**config.mk**
```make
export PLATFORM = sky130hd
export DESIGN_NAME = muldiv_sequencer
export DESIGN_NICKNAME = d
export VERILOG_FILES = /design/src/rtl/muldiv_sequencer.sv
export SDC_FILE = /design/constraint.sdc
export NUM_CORES = 2
export LEC_CHECK = 0
export CORE_ASPECT_RATIO = 1.2
export CORE_UTILIZATION = 55
export CTS_CLUSTER_SIZE = 16
export DETAILED_ROUTE_END_ITERATION = 8
export PLACE_DENSITY = 0.75
export SYNTH_ARGS = -nofsm -noshare
export SYNTH_HDL_FRONTEND = slang
export SYNTH_SLANG_ARGS = --single-unit
```
**constraint.sdc**
```tcl
create_clock -name CLK -period 9.1 [get_ports CLK]
set_clock_uncertainty 0.05 [all_clocks]
set_input_delay 0.91 -clock CLK [delete_from_list [all_inputs] [get_ports CLK]]
set_output_delay 0.91 -clock CLK [all_outputs]
set_load 0.03 [all_outputs]
```
**src/rtl/muldiv_sequencer.sv**
```systemverilog
// RV32M execution sequencer: latches an M-op in EX, runs a fixed-latency multiply
// or a 32-step restoring divide, stalls the pipe and pulses RESULT_VALID on completion.
module muldiv_sequencer #(
    parameter int MUL_CYCLES = 2
) (
    input  logic        CLK,
    input  logic        RESET,
    input  logic        START,
    input  logic [5:0]  SELECT,
    input  logic [31:0] DATA1,
    input  logic [31:0] DATA2,
    input  logic        FLUSH,
    output logic        STALL,
    output logic        BUSY,
    output logic [31:0] RESULT,
    output logic        RESULT_VALID
);

    typedef enum logic [1:0] {IDLE, MUL_WAIT, DIV_RUN, DONE} state_t;

    state_t      state, state_n;
    logic [2:0]  op;
    logic [31:0] opa, opb;
    logic [5:0]  cnt;
    logic [31:0] rem, quo, dvs;
    logic        qsign, rsign;

    logic        is_mop, accept, div_zero, div_ovf, fast;
    logic        a_neg, b_neg;
    logic [31:0] abs_a, abs_b;
    logic [31:0] mul_a, mul_b, mul_res;
    logic [2:0]  mul_f;
    logic        sa, sb;
    logic [63:0] ma, mb, prod;
    logic [32:0] shifted, trial;
    logic        take;
    logic [31:0] rem_step, quo_step, quo_fix, rem_fix, div_res, fast_res, result_n;

    assign is_mop   = (SELECT[5:3] == 3'b001);
    assign accept   = (state == IDLE) && START && is_mop && !FLUSH;
    assign div_zero = (DATA2 == 32'h0);
    assign div_ovf  = !SELECT[0] && (DATA1 == 32'h8000_0000) && (DATA2 == 32'hFFFF_FFFF);
    assign fast     = SELECT[2] && (div_zero || div_ovf);

    assign a_neg = !SELECT[0] && DATA1[31];
    assign b_neg = !SELECT[0] && DATA2[31];
    assign abs_a = a_neg ? -DATA1 : DATA1;
    assign abs_b = b_neg ? -DATA2 : DATA2;

    // Multiplier reads the live inputs in IDLE so MUL_CYCLES=1 can finish at accept.
    assign mul_a   = (state == IDLE) ? DATA1 : opa;
    assign mul_b   = (state == IDLE) ? DATA2 : opb;
    assign mul_f   = (state == IDLE) ? SELECT[2:0] : op;
    assign sa      = (mul_f == 3'b001) || (mul_f == 3'b010);
    assign sb      = (mul_f == 3'b001);
    assign ma      = {{32{sa & mul_a[31]}}, mul_a};
    assign mb      = {{32{sb & mul_b[31]}}, mul_b};
    assign prod    = ma * mb;
    assign mul_res = (mul_f == 3'b000) ? prod[31:0] : prod[63:32];

    // Partial remainder stays below 2*divisor, so the 33-bit trial difference cannot wrap.
    assign shifted  = {rem, quo[31]};
    assign trial    = shifted - {1'b0, dvs};
    assign take     = !trial[32];
    assign rem_step = take ? trial[31:0] : shifted[31:0];
    assign quo_step = {quo[30:0], take};

    assign quo_fix  = qsign ? -quo : quo;
    assign rem_fix  = rsign ? -rem : rem;
    assign div_res  = op[1] ? rem_fix : quo_fix;
    assign fast_res = div_zero ? (SELECT[1] ? DATA1 : 32'hFFFF_FFFF)
                               : (SELECT[1] ? 32'h0 : 32'h8000_0000);

    always_comb begin
        result_n = RESULT;
        case (state)
            IDLE:     result_n = SELECT[2] ? fast_res : mul_res;
            MUL_WAIT: result_n = mul_res;
            DIV_RUN:  result_n = div_res;
            default:  result_n = RESULT;
        endcase
    end

    always_ff @(posedge CLK) begin
        if (RESET) state <= IDLE;
        else       state <= state_n;
    end

    always_comb begin
        state_n = state;
        case (state)
            IDLE: begin
                if (accept) begin
                    if (SELECT[2]) state_n = fast ? DONE : DIV_RUN;
                    else           state_n = (MUL_CYCLES == 1) ? DONE : MUL_WAIT;
                end
            end
            MUL_WAIT: begin
                if (FLUSH)          state_n = IDLE;
                else if (cnt == 0)  state_n = DONE;
            end
            DIV_RUN: begin
                if (FLUSH)              state_n = IDLE;
                else if (cnt == 6'd32)  state_n = DONE;
            end
            default: state_n = IDLE;
        endcase
    end

    always_comb begin
        STALL = 1'b0;
        case (state)
            IDLE:             STALL = START && is_mop && !FLUSH;
            MUL_WAIT, DIV_RUN: STALL = 1'b1;
            default:          STALL = 1'b0;
        endcase
    end

    always_ff @(posedge CLK) begin
        if (RESET) begin
            BUSY         <= 1'b0;
            RESULT_VALID <= 1'b0;
            RESULT       <= 32'h0;
            op           <= 3'h0;
            opa          <= 32'h0;
            opb          <= 32'h0;
            cnt          <= 6'h0;
            rem          <= 32'h0;
            quo          <= 32'h0;
            dvs          <= 32'h0;
            qsign        <= 1'b0;
            rsign        <= 1'b0;
        end else begin
            BUSY         <= (state_n == MUL_WAIT) || (state_n == DIV_RUN);
            RESULT_VALID <= (state_n == DONE);
            if (state_n == DONE) RESULT <= result_n;
            if (accept) begin
                op    <= SELECT[2:0];
                opa   <= DATA1;
                opb   <= DATA2;
                rem   <= 32'h0;
                quo   <= abs_a;
                dvs   <= abs_b;
                qsign <= a_neg ^ b_neg;
                rsign <= a_neg;
                cnt   <= SELECT[2] ? 6'd0 : 6'(MUL_CYCLES - 1);
            end else if (state == MUL_WAIT && cnt != 6'd0) begin
                cnt <= cnt - 6'd1;
            end else if (state == DIV_RUN && cnt != 6'd32) begin
                rem <= rem_step;
                quo <= quo_step;
                cnt <= cnt + 6'd1;
            end
        end
    end

endmodule
```
==> impl_metrics.toml <==
[critical_path]
cp_common_cell = "fa_1"
cp.buffers_inverters = 9
path_delay_family = "adder cells"
critical_path.max_fanout = 6
worstPathArrival_ns = 9.40
cp-end-kind = "register"
critPathLaunchType = "primary input"
slowest_stage = "clkdlybuf4s50_1"
cp.required_ns = 9.47
crit_type = "in2reg"
cpPeakStageDelay_ns = 0.59

[synth]
synth.net_count = 7756
yosys.area.top_type = "fa_1"
avgSynthCellArea_um2 = 8.37
synth_top_area_frac = 0.428
synth_most_common_cell = "inv_1"
ys.flop_type = "dfxtp_1"
netlist_instances = 6297
syn_area_um2 = 52700
synth_edf_count = 0
yosysWarnings = 0
yosysSeqAreaShare = 0.0783
ys_ff_latch = 206
synth_commonest_cells = "1233 x inv_1, 1127 x fa_1, 1117 x nand2_1, 513 x nor2_1, 316 x clkbuf_1"
synthTopCellsByArea = "fa_1 43%, inv_1 8.8%, nand2_1 8.0%"
synth-async-reset-ratio = 0
synth.distinct_cells = 90

[detailed_routing]
dr.first_iter.drc_count = 4746
first_pass_iters = 6
detail-route-antenna-nets = 0
vias = 47900
vias_per_cell = 5.88
wl_per_cell_um = 24.1
routed_wl_um = 197000
drcViolationCount = 0

[floorplan]
coreArea_um2 = 95100
start_util = 0.554
die_height_um = 341
boundaryPins = 109
die_area_um2 = 97100
num_rows = 124
die_width_um = 285

[finish]
multi_input_area_um2 = 43500
areaGrowthSynthToFinish_pct = 18.7
drive_above_1_share = 0.156
nFillCells = 7760
ff_latch_area_um2 = 4130
fin_nets = 8327
n_antenna_cell = 0
design_area_um2 = 62500
post_layout_nonfiller_instances = 8142

[run_status]
status = "finished, final reports clean"

[grt]
grt_max_degree = 110
grt_pass1_wl_um = 294000
use_met1 = 0.475
antenna_found_initial = 4
grt_use_met3 = 0.0640
grt_usage = 0.406
grt_overflow = 0
grt_pass1_vias = 49700
busiest_layer = "met2"
gr-usage-met2 = 0.664

[placement]
dp_cells = 8071
portBuffers = 108
dp_hpwl_um = 166000
place.gp.congestion = 1.04
dpl_cell_area_um2 = 60600

[run]
drv_cap = 0

[timing]
setup_viol_count_final = 0
min_period_ns = 9.03
fin_crit_sh = 0.992
holdWs_ns = 0.408
clock.fmax_mhz = 111
hold_viol = 0
relSlewSlack = 0.159
tightest_slew_ns = 1.26
finalSetupTns_ns = 0
slew_violations = 0

[clock_network]
clkLatencyLatePin_ns = 0.57
htree_levels = 1
clkSlewWorstSetupHoldPaths_ns = 0.07
clk_path_buf_depth = 3
cts_tree = "built"
clock-sinks = 206
cts_buffers = 22
cts_root_buffer = "clkbuf_16"

[min_path]
hold_path.class = "reg2reg"
[path summary, 6_finish.rpt]
check                                  end  depth (start not counted)  startpoint  slack [ns]
worst min-delay path               opb[13]                          2     opb[13]        0.41
worst min register to register     opb[13]                          2     opb[13]        0.41
worst max register to register  RESULT[22]                         33    state[1]        0.11
worst max-delay path            RESULT[22]                         29   DATA1[18]        0.07
[metrics by stage]
step                      worst slack (ns)   util
after floorplan                   -0.00665      -
after global placement              -0.747  0.637
after detailed placement            -0.823  0.637
after CTS                          0.00816  0.646
after global routing               -0.0507  0.658
final                               0.0684  0.658
[state kept, by name (all words and copies together), names as in the netlist, 2 cells and up]
signal / count
rem: 32
dvs: 31
opa: 32
opb: 32
cnt: 6
quo: 32
RESULT: 32
op: 3
state: 2
[worst min-delay path, delay by kind of cell, from the launching register on]
kind / cells / cell delay [ns]
flops: 1 / 0.31
compound gates: 1 / 0.05
simple gates: 1 / 0.05
[logic make-up (layout without fill, tap and decap cells)]
logic type,Yosys count,in the layout,synth area share
multiplexers,149,149,0.0298
buffers and inverters,1579,2164,0.113
adder cells (fa/ha/maj),1385,1385,0.489
XOR/XNOR,209,209,0.0349
AND/OR/NAND/NOR,1949,1949,0.154
AO/OA/AOI/OAI,820,820,0.101
flip-flops,206,206,0.0783
[layout make-up]
type                    count  area share
inverters                1235      0.0744
flip-flops and latches    206      0.0660
well taps                1260      0.0252
repair buffers            891       0.126
multi-input cells        4512       0.696
clock inverters             8     0.00168
clock buffers              30      0.0101
[cell usage in the layout, fill, tap and decap left out, drive strengths merged, types with 15 or more instances in the layout]
| cell | n |
|---|---|
| a21oi | 258 |
| xor2 | 83 |
| a211oi | 46 |
| nand4 | 19 |
| o21a | 24 |
| a21o | 56 |
| fa | 1127 |
| a31oi | 26 |
| mux2i | 86 |
| nand2b | 22 |
| nand2 | 1117 |
| nor2 | 513 |
| buf | 783 |
| o31ai | 33 |
| nor4 | 17 |
| clkdlybuf4s50 | 105 |
| clkbuf | 31 |
| a311oi | 42 |
| o211ai | 40 |
| nand3 | 45 |
| inv | 1232 |
| and2 | 45 |
| or4 | 16 |
| mux2 | 63 |
| dfxtp | 206 |
| xnor2 | 126 |
| o21ai | 166 |
| or3 | 27 |
| nor3 | 59 |
| and3 | 15 |
| nor2b | 19 |
| ha | 258 |
[what timing repair did]
item,CTS,global route
resized for setup,20,183
setup buffers,2,30
hold buffers,0,0
endpoints found under the hold margin,0,0
pin swaps,7,84
endpoints found under the setup margin,16,30
cloned,0,1
[layer usage]
| metal | wire, µm | part of all wire |
|---|---|---|
| met2 | 91500 | 0.47 |
| met5 | 13 | 0.000066 |
| met4 | 20200 | 0.10 |
| met3 | 17200 | 0.088 |
| met1 | 67500 | 0.34 |
Power is left out: the tool's default activity adds up to more than one toggle a clock period on the data nets, which glitch-free logic cannot reach.
